==> src/rtl/coffee_pkg.sv <==
// Shared stage/coffee encodings and recipe table for the brew sequencer.
// next_stage() skips zero-duration stages so the FSM never spends a cycle in them.
package coffee_pkg;

    typedef enum logic [2:0] {
        ST_IDLE     = 3'd0,
        ST_GRIND    = 3'd1,
        ST_HEAT     = 3'd2,
        ST_BREW     = 3'd3,
        ST_MILK     = 3'd4,
        ST_DISPENSE = 3'd5,
        ST_DONE     = 3'd6
    } stage_t;

    typedef enum logic [1:0] {
        CF_ESPRESSO  = 2'd0,
        CF_AMERICANO = 2'd1,
        CF_LATTE     = 2'd2,
        CF_INVALID   = 2'd3
    } coffee_t;

    // Indexed [coffee][stage]; only GRIND..DISPENSE columns carry durations.
    localparam logic [7:0] RECIPE_DUR [0:3][0:7] = '{
        '{8'd0, 8'd3, 8'd2, 8'd4, 8'd0, 8'd2, 8'd0, 8'd0},
        '{8'd0, 8'd3, 8'd3, 8'd6, 8'd0, 8'd4, 8'd0, 8'd0},
        '{8'd0, 8'd3, 8'd2, 8'd4, 8'd5, 8'd3, 8'd0, 8'd0},
        '{8'd0, 8'd0, 8'd0, 8'd0, 8'd0, 8'd0, 8'd0, 8'd0}
    };

    function automatic logic [7:0] recipe_ticks(coffee_t sel, stage_t st);
        return RECIPE_DUR[int'(sel)][int'(st)];
    endfunction

    function automatic stage_t next_stage(stage_t cur, coffee_t sel);
        stage_t r;
        r = ST_DONE;
        for (int s = 5; s >= 1; s--) begin
            if (s > int'(cur) && RECIPE_DUR[int'(sel)][s] != 8'd0) begin
                r = stage_t'(3'(s));
            end
        end
        return r;
    endfunction

endpackage

==> src/rtl/stage_timer.sv <==
// Loadable down-counter timing each stage; term_o flags the tick that ends it.
module stage_timer #(
    parameter int CNT_W = 8
) (
    input  logic             clk,
    input  logic             reset,
    input  logic             clear_i,
    input  logic             load_i,
    input  logic [CNT_W-1:0] load_val_i,
    input  logic             tick_i,
    output logic [CNT_W-1:0] remaining_o,
    output logic             term_o
);

    logic [CNT_W-1:0] cnt_q, cnt_d;

    always_comb begin
        cnt_d = cnt_q;
        if (clear_i) begin
            cnt_d = '0;
        end else if (load_i) begin
            cnt_d = load_val_i;
        end else if (tick_i && cnt_q != '0) begin
            cnt_d = cnt_q - CNT_W'(1);
        end
    end

    always_ff @(posedge clk or posedge reset) begin
        if (reset) begin
            cnt_q <= '0;
        end else begin
            cnt_q <= cnt_d;
        end
    end

    assign remaining_o = cnt_q;
    assign term_o      = tick_i && (cnt_q == CNT_W'(1));

endmodule

==> src/rtl/brew_sequencer.sv <==
// Recipe-driven coffee sequencer: walks timed stages on tick pulses and drives
// actuator enables decoded from the registered stage.
module brew_sequencer
    import coffee_pkg::*;
#(
    parameter int CNT_W      = 8,
    parameter int DONE_TICKS = 4
) (
    input  logic             clk,
    input  logic             reset,
    input  logic             tick,
    input  logic             start,
    input  logic             abort,
    input  logic [1:0]       coffee_sel,
    output logic [2:0]       stage,
    output logic [1:0]       active_sel,
    output logic [CNT_W-1:0] remaining,
    output logic             busy,
    output logic             done,
    output logic             aborted,
    output logic             err,
    output logic             grinder_en,
    output logic             heater_en,
    output logic             pump_en,
    output logic             milk_en
);

    stage_t           stage_q, stage_d;
    coffee_t          sel_q, sel_d;
    logic             done_q, done_d;
    logic             aborted_q, aborted_d;
    logic             err_q, err_d;
    logic             busy_w, accept_w, take_abort_w, term_w;
    logic             tmr_clear, tmr_load;
    logic [CNT_W-1:0] tmr_val;

    assign busy_w       = (stage_q != ST_IDLE);
    assign accept_w     = !busy_w && start && !abort && (coffee_sel != 2'd3);
    assign take_abort_w = busy_w && abort;

    always_comb begin
        stage_d   = stage_q;
        sel_d     = sel_q;
        tmr_clear = 1'b0;
        tmr_load  = 1'b0;
        tmr_val   = '0;
        if (take_abort_w) begin
            stage_d   = ST_IDLE;
            tmr_clear = 1'b1;
        end else if (accept_w) begin
            sel_d    = coffee_t'(coffee_sel);
            stage_d  = next_stage(ST_IDLE, coffee_t'(coffee_sel));
            tmr_load = 1'b1;
            tmr_val  = CNT_W'(recipe_ticks(coffee_t'(coffee_sel), stage_d));
        end else if (busy_w && term_w) begin
            if (stage_q == ST_DONE) begin
                stage_d   = ST_IDLE;
                tmr_clear = 1'b1;
            end else begin
                stage_d  = next_stage(stage_q, sel_q);
                tmr_load = 1'b1;
                tmr_val  = (stage_d == ST_DONE) ? CNT_W'(DONE_TICKS)
                                                : CNT_W'(recipe_ticks(sel_q, stage_d));
            end
        end
        // Pulses are registered so they line up with the stage they describe.
        done_d    = (stage_d == ST_DONE) && (stage_q != ST_DONE);
        aborted_d = take_abort_w;
        err_d     = !busy_w && start && (coffee_sel == 2'd3);
    end

    always_ff @(posedge clk or posedge reset) begin
        if (reset) begin
            stage_q   <= ST_IDLE;
            sel_q     <= CF_ESPRESSO;
            done_q    <= 1'b0;
            aborted_q <= 1'b0;
            err_q     <= 1'b0;
        end else begin
            stage_q   <= stage_d;
            sel_q     <= sel_d;
            done_q    <= done_d;
            aborted_q <= aborted_d;
            err_q     <= err_d;
        end
    end

    stage_timer #(
        .CNT_W(CNT_W)
    ) u_timer (
        .clk        (clk),
        .reset      (reset),
        .clear_i    (tmr_clear),
        .load_i     (tmr_load),
        .load_val_i (tmr_val),
        .tick_i     (tick),
        .remaining_o(remaining),
        .term_o     (term_w)
    );

    assign stage      = stage_q;
    assign active_sel = sel_q;
    assign busy       = busy_w;
    assign done       = done_q;
    assign aborted    = aborted_q;
    assign err        = err_q;
    assign grinder_en = (stage_q == ST_GRIND);
    assign heater_en  = (stage_q == ST_HEAT) || (stage_q == ST_BREW);
    assign pump_en    = (stage_q == ST_BREW) || (stage_q == ST_DISPENSE);
    assign milk_en    = (stage_q == ST_MILK);

endmodule
==> config.mk <==
export PLATFORM = sky130hd
export DESIGN_NAME = brew_sequencer
export DESIGN_NICKNAME = d
export VERILOG_FILES = /design/src/rtl/coffee_pkg.sv /design/src/rtl/stage_timer.sv /design/src/rtl/brew_sequencer.sv
export SDC_FILE = /design/constraint.sdc
export NUM_CORES = 1
export LEC_CHECK = 0
export BUFFER_PORTS_ARGS = -buffer_cell sky130_fd_sc_hd__buf_2
export CORE_MARGIN = 8
export CORE_UTILIZATION = 30
export DETAILED_ROUTE_END_ITERATION = 6
export GPL_TIMING_DRIVEN = 0
export RECOVER_POWER = 100
export SKIP_CTS_REPAIR_TIMING = 1
export SYNTH_ARGS = -nofsm -noshare
export SYNTH_HDL_FRONTEND = slang
export SYNTH_SLANG_ARGS = --single-unit
export TNS_END_PERCENT = 10
==> constraint.sdc <==
create_clock -name clk -period 2.16 [get_ports clk]
set_clock_uncertainty 0.1 [all_clocks]
set_input_delay 0.324 -clock clk [delete_from_list [all_inputs] [get_ports clk]]
set_output_delay 0.324 -clock clk [all_outputs]
set_load 0.05 [all_outputs]
==> results of run 1 <==
==> worst max-delay path, cell delays in order (launching register included) <==
cell and delay, ns:
sky130_fd_sc_hd__dfrtp_1 0.45, sky130_fd_sc_hd__nor4_4 0.51, sky130_fd_sc_hd__nand2_1 0.19, sky130_fd_sc_hd__a22oi_4 0.35, sky130_fd_sc_hd__nor2_1 0.12, sky130_fd_sc_hd__a22o_1 0.25
==> metrics by stage <==
stage / cells / hold WS (ns)
5_1_grt: 195 / 0.0589
2_1_floorplan: 116 / 0.138
3_3_place_gp: 191 / 0.315
4_1_cts: 195 / 0.0181
6_report: 195 / -0.00823
3_5_place_dp: 191 / 0.342
==> cells in the final DEF (no fill, tap or decap), types with 2 or more instances in the layout <==
| cell type | Yosys | final |
|---|---|---|
| sky130_fd_sc_hd__o22ai_1 | 3 | 3 |
| sky130_fd_sc_hd__mux2_2 | 2 | 2 |
| sky130_fd_sc_hd__xor2_1 | 5 | 5 |
| sky130_fd_sc_hd__clkbuf_4 | 0 | 3 |
| sky130_fd_sc_hd__a22o_1 | 2 | 2 |
| sky130_fd_sc_hd__dfrtp_1 | 16 | 15 |
| sky130_fd_sc_hd__a31oi_1 | 2 | 2 |
| sky130_fd_sc_hd__clkbuf_1 | 2 | 15 |
| sky130_fd_sc_hd__o21a_1 | 2 | 2 |
| sky130_fd_sc_hd__nor3_2 | 0 | 2 |
| sky130_fd_sc_hd__o21ai_0 | 2 | 2 |
| sky130_fd_sc_hd__ha_1 | 2 | 2 |
| sky130_fd_sc_hd__buf_2 | 2 | 12 |
| sky130_fd_sc_hd__o211ai_1 | 2 | 2 |
| sky130_fd_sc_hd__inv_1 | 12 | 12 |
| sky130_fd_sc_hd__clkbuf_2 | 0 | 4 |
| sky130_fd_sc_hd__nand3_1 | 5 | 5 |
| sky130_fd_sc_hd__nand4_1 | 2 | 2 |
| sky130_fd_sc_hd__a21oi_1 | 6 | 6 |
| sky130_fd_sc_hd__nor2_1 | 15 | 15 |
| sky130_fd_sc_hd__nand2_1 | 6 | 6 |
==> sequential cells by signal, summed over array words and instances, names as in the netlist <==
signal	flops
active_sel	2
done	1
stage	3
aborted	1
u_timer.remaining_o	8
err	1
==> cell families after synthesis <==
kind of cell               share of synthesized area [%]
AOI/OAI and AO/OA                                   24.1
xor gates and xnor gates                            4.84
adders and majority gates                           2.31
buffers and inverters                               6.46
DFF                                                 36.9
muxes                                               3.00
and+or+nand+nor                                     22.4
==> path summary, 6_finish.rpt <==
path	slack (ns)	endpoint	from	cells after the start
setup / recovery	0.09	u_timer.remaining_o[0]	u_timer.remaining_o[6]	5
hold / removal	-0.008	u_timer.remaining_o[3]	reset	2
hold reg to reg	0.49	u_timer.remaining_o[3]	u_timer.remaining_o[3]	2
setup reg to reg	0.09	u_timer.remaining_o[0]	u_timer.remaining_o[6]	5
min in group clk	0.16	stage[2]	abort	2
max in group asynchronous	1.55	stage[0]	reset	2
==> cell usage after synthesis, types with 3 or more instances <==
cell,number,area (µm²)
sky130_fd_sc_hd__dfrtp_1,16,400
sky130_fd_sc_hd__nor2_1,15,56.3
sky130_fd_sc_hd__inv_1,12,45.0
sky130_fd_sc_hd__a21oi_1,6,30.0
sky130_fd_sc_hd__nand2_1,6,22.5
sky130_fd_sc_hd__nand3_1,5,25.0
sky130_fd_sc_hd__xor2_1,5,43.8
sky130_fd_sc_hd__o22ai_1,3,18.8
==> cell type report <==
| class | instances | area [µm²] | share of cell area, % |
|---|---|---|---|
| flip-flops and latches | 16 | 402 | 30.6 |
| plain buffers | 5 | 26.3 | 2.00 |
| multi-input cells | 83 | 624 | 47.6 |
| repair buffers | 27 | 118 | 8.97 |
| clock buffers | 4 | 36.3 | 2.77 |
| inverters | 12 | 45.0 | 3.44 |
| well taps | 48 | 60.1 | 4.58 |
==> report_power, final <==
| part | leakage [nW] | switching (W) | internal, W |
|---|---|---|---|
| Combinational | 0.354 | 0.000848 | 0.000364 |
| Clock | 0.0210 | 0.0000908 | 0.000103 |
| Sequential | 0.208 | 0.000128 | 0.000389 |
==> routing by layer <==
metal / wire length (µm) / vias to the layer above / track usage, % / part of all wire (%)
met2: 1270 / 22 / 14.2 / 46
li1: - / 482 / - / -
met3: 165 / 2 / 4.01 / 6.0
met4: 14 / 0 / 1.73 / 0.51
met5: 0 / - / 0 / 0
met1: 1280 / 453 / 12.3 / 47
==> results by group, run 1 <==
Cells and area
  • Fin util: between 30% and 40%
  • Share of final-layout standard cells stronger than drive strength 1: approximately 23%
  • Area overhead of the layout relative to synthesis: 20.9%
  • Post-route standard cell area excluding fillers: between 1000 and 1500 µm²
  • Final-stage net count: ~160
  • N_diodes: 0
  • Number of filler cells placed in the layout: roughly 390

Logic synthesis
  • Mapped cell area: around 1100 µm²
  • Synth warnings: 0
  • Number of cells produced by synthesis: approximately 120
  • Seq cells post-synth: 16
  • Most instantiated flip-flop cell in the synthesis netlist: sky130_fd_sc_hd__dfrtp_1
  • Number of enable flip-flop cells after synthesis: 0
  • Synthesized netlist net count: approximately 130
  • Average size of a mapped cell: approximately 9.4 µm²
  • Proportion of synthesized chip area in sequential cells: between 30% and 40%
  • Async SR Flop Fraction: between 90% and 100%
  • Library cells used by synthesis: 45

Power
  • Leakage power summed over all cells: just under 0.6 nW
  • Pwr per Cell Area: around 1500 nW/µm²
  • Post-route total power: 0.00192 W
  • Maximum vdd ir drop: between 0.6 and 0.7 mV

Route
  • Mean routed wirelength per cell: ~14 µm
  • Via count: roughly 960
  • Final ANT Viol Nets: 0
  • Number of search-and-repair iterations in the first detailed-routing pass: 4
  • DRC violation count after routing: 0
  • Total wirelength of the detailed-routed design: ~2700 µm
  • Detailed Route Iter0 Violations: 27
  • Vias/cell: about 5

Critical path
  • Type of the worst setup path: reg -> reg
  • Worst-path fanout max: 8
  • Critical path startpoint category: flop
  • Endpoint type of the worst setup path: flop
  • Critical path data required time: between 2 and 2.5 ns
  • Worst EP arrival: 2.15 ns

Global route
  • First-pass GRT wire length: ~4600 µm
  • Pin count of the biggest net entering global routing: 17
  • Number of global-route vias before repair: 964
  • Number of antenna violations at the first check in global routing: 0
  • Total GRT Usage: 9.44%
  • Global route total overflow: 0

STA
  • Final hold violations: 16
  • Fin. max-slew vios: 0
  • Slew at the pin closest to its max-slew limit: ~0.6 ns
  • Hold Worst Slack: -0.00823 ns
  • Unrepaired setup endpoints after global routing: yes
  • Crit path time final: 2.07 ns
  • Relative slew slack: 59.9%
  • Worst Slack Setup Final: around 0.088 ns
  • Total negative setup slack: 0 ns
  • Highest clock frequency the design can meet: ~0.48 GHz
  • Tcrit/Tclk final: between 90% and 100%
  • Total of endpoints with negative setup slack in the final report: 0

CTS
  • Clock latency reported for the late side of the worst-skew pair: 0.28 ns
  • Num Clock Sinks: 16
  • CTS Buffer Depth: 2
  • Number of levels the H-tree was split into: 1
  • Root cell of the clock tree: sky130_fd_sc_hd__clkbuf_4
  • Number of clock buffers inserted by TritonCTS: 3
  • Clock-pin slew on the worst setup and hold paths: approximately 0.090 ns
  • TritonCTS clock tree: done

Placement
  • Dpl ws: between 0.1 and 0.15 ns
  • HPWL reported at the end of detailed placement: 2140 µm
  • Final GP Congestion: between 0.8 and 0.9
  • Port Buffer Count: 27
  • Placement Cell Area: about 1300 µm²

Floorplan
  • Area of the die: between 5000 and 6000 µm²
  • Core footprint: between 3000 and 4000 µm²
  • Boundary Pins: 28
  • Number of core rows: 22
  • Effective utilization at floorplan: between 30% and 40%
  • Height of the die: about 76 µm
  • Die outline width: 76.1 µm

Run status
  • Outcome: complete, but fails checks
  • Violated checks: negative hold slack

Worst hold path
  • Hold/Removal Path Class: in -> async

Run
  • Maxcap violations: 0
Power figures use the tool's default switching activity.
==> inputs of run 2 (changes only) <==
--- a/config.mk
+++ b/config.mk
@@ -10,6 +10,7 @@
 export CORE_UTILIZATION = 30
 export DETAILED_ROUTE_END_ITERATION = 6
 export GPL_TIMING_DRIVEN = 0
+export HOLD_SLACK_MARGIN = 0.08
 export RECOVER_POWER = 100
 export SKIP_CTS_REPAIR_TIMING = 1
 export SYNTH_ARGS = -nofsm -noshare
==> results by group, run 2 (synthesized netlist as in run 1, its figures left out) <==
STA
  • Slew at the pin closest to its max-slew limit: approximately 0.60 ns
  • Tcrit/Tclk final: around 96%
  • Fin. max-slew vios: 0
  • Highest clock frequency the design can meet: 0.483 GHz
  • Crit path time final: a little over 2 ns
  • Relative slew slack: between 50 and 60%
  • Total of endpoints with negative setup slack in the final report: 0
  • Total negative setup slack: 0 ns
  • Final hold violations: 0
  • Unrepaired setup endpoints after global routing: yes

Power
  • Leakage power summed over all cells: between 0.5 and 0.6 nW
  • Maximum vdd ir drop: just over 0.6 mV
  • Pwr per Cell Area: ~1500 nW/µm²

Placement
  • Placement Cell Area: approximately 1300 µm²
  • Port Buffer Count: 27
  • Placed cells: around 190
  • HPWL reported at the end of detailed placement: between 2000 and 2500 µm
  • Final GP Congestion: roughly 0.82

Route
  • Final ANT Viol Nets: 0
  • DRC violation count after routing: 0
  • Total wirelength of the detailed-routed design: 2740 µm
  • Number of search-and-repair iterations in the first detailed-routing pass: 4
  • Mean routed wirelength per cell: 14.0 µm
  • Vias/cell: slightly below 5
  • Detailed Route Iter0 Violations: 36
  • Via count: 963

Cells and area
  • Commonest cells after routing, fill and taps aside: 15 x sky130_fd_sc_hd__nor2_1, 15 x sky130_fd_sc_hd__clkbuf_1, 15 x sky130_fd_sc_hd__dfrtp_1, 12 x sky130_fd_sc_hd__inv_1, 12 x sky130_fd_sc_hd__buf_2
  • Fin cells: between 150 and 200
  • Final-stage net count: 158
  • Post-route standard cell area excluding fillers: about 1300 µm²
  • N_diodes: 0
  • Share of final-layout standard cells stronger than drive strength 1: between 20% and 30%
  • Area overhead of the layout relative to synthesis: 21.8%
  • Largest register FFs: 8
  • Number of filler cells placed in the layout: between 300 and 400

Critical path
  • Reg2reg start: u_timer.remaining_o[6]
  • Maximum single-stage delay on the critical path: ~0.51 ns
  • Critical path, cell by cell: nor4_4 > nand2_1 > a22oi_4 > nor2_1 > a22o_1
  • Worst path slowest cell: sky130_fd_sc_hd__nor4_4
  • End of the worst register-to-register path: u_timer.remaining_o[0]
  • Endpoint type of the worst setup path: flop
  • Worst EP arrival: about 2.2 ns
  • Type of the worst setup path: reg -> reg
  • Critical path startpoint category: flop
  • Register-to-register setup slack: just under 0.09 ns
  • Critical path data required time: 2.24 ns
  • Worst reg2reg path depth: 5
  • Worst-path fanout max: 8

Worst hold path
  • Worst hold path stage count: 2
  • Min-delay src: abort
  • Hold/Removal Path Class: in -> reg
  • WHS Endpoint: stage[2]

Floorplan
  • Core footprint: between 3000 and 4000 µm²
  • Die outline width: ~76 µm
  • Number of core rows: 22
  • Effective utilization at floorplan: between 30% and 40%
  • Area of the die: 5800 µm²
  • Height of the die: ~76 µm
  • Boundary Pins: 28

CTS
  • TritonCTS clock tree: done
  • Number of levels the H-tree was split into: 1
  • Clock latency reported for the late side of the worst-skew pair: ~0.28 ns
  • Number of clock buffers inserted by TritonCTS: 3
  • Root cell of the clock tree: sky130_fd_sc_hd__clkbuf_4
  • CTS Buffer Depth: 2
  • Num Clock Sinks: 16
  • Clock-pin slew on the worst setup and hold paths: ~0.090 ns

Global route
  • Total GRT Usage: under 10%
  • First-pass GRT wire length: 4640 µm
  • Global route total overflow: 0
  • Number of antenna violations at the first check in global routing: 0
  • Pin count of the biggest net entering global routing: 17
  • Number of global-route vias before repair: just under 1000

Run
  • Maxcap violations: 0

Run status
  • Outcome: finished clean
[run 2: cell types whose count changed in the layout (fill, tap and decap cells not counted), sizes merged]
cell / delta
dlygate4sd3: +1
[run 2: worst max path at each step]
stage                           startpoint                endpoint  slack [ns]  depth (start not counted)
finish              u_timer.remaining_o[6]  u_timer.remaining_o[0]        0.09                          5
global route        u_timer.remaining_o[6]  u_timer.remaining_o[0]       -0.04                          5
CTS                               stage[0]              grinder_en       -0.12                          4
detailed placement  u_timer.remaining_o[6]  u_timer.remaining_o[1]        0.11                          5
global placement    u_timer.remaining_o[6]  u_timer.remaining_o[0]        0.12                          5
floorplan                         stage[0]              grinder_en       -0.15                          3
[run 2: where the power goes]
group	internal (W)	total [W]	leakage, nW	switching (W)
Sequential	0.000389	0.000517	0.208	0.000128
Clock	0.000103	0.000193	0.0210	0.0000908
Combinational	0.000365	0.00121	0.358	0.000848
Total	0.000857	0.00192	0.587	0.00107
[run 2: metal layers]
metal  vias to the layer above  routed length [µm]  GRT usage, %
met5                         -                   0             0
met4                         0                  14          1.73
met3                         2                 166          4.01
met2                        22                1270          14.2
met1                       455                1290          12.3
li1                        484                   -             -
[run 2: critical path: cells and delay by family, from the launching register on]
family	cells	cell delay [ns]
flops	1	0.45
simple gates	3	0.82
compound gates	2	0.60
[run 2: through the flow]
| stage | power, W | util (%) | hold slack [ns] | setup slack (ns) |
|---|---|---|---|---|
| 4_1_cts | 0.00195 | 37.1 | 0.0181 | -0.121 |
| 6_report | 0.00192 | 36.9 | 0.156 | 0.0878 |
| 2_1_floorplan | 0.00149 | - | 0.138 | -0.154 |
| 3_5_place_dp | 0.00175 | 36.0 | 0.342 | 0.113 |
| 5_1_grt | 0.00206 | 36.9 | 0.148 | -0.0429 |
| 3_3_place_gp | 0.00173 | 36.0 | 0.315 | 0.117 |
[run 2: final cells by class]
cell class / instances / area (µm²) / area share, %
inverters: 12 / 45.0 / 3.41
flip-flops and latches: 16 / 402 / 30.4
repair buffers: 28 / 128 / 9.66
clock buffers: 4 / 36.3 / 2.75
multi-input cells: 83 / 624 / 47.3
plain buffers: 5 / 26.3 / 1.99
well taps: 48 / 60.1 / 4.55
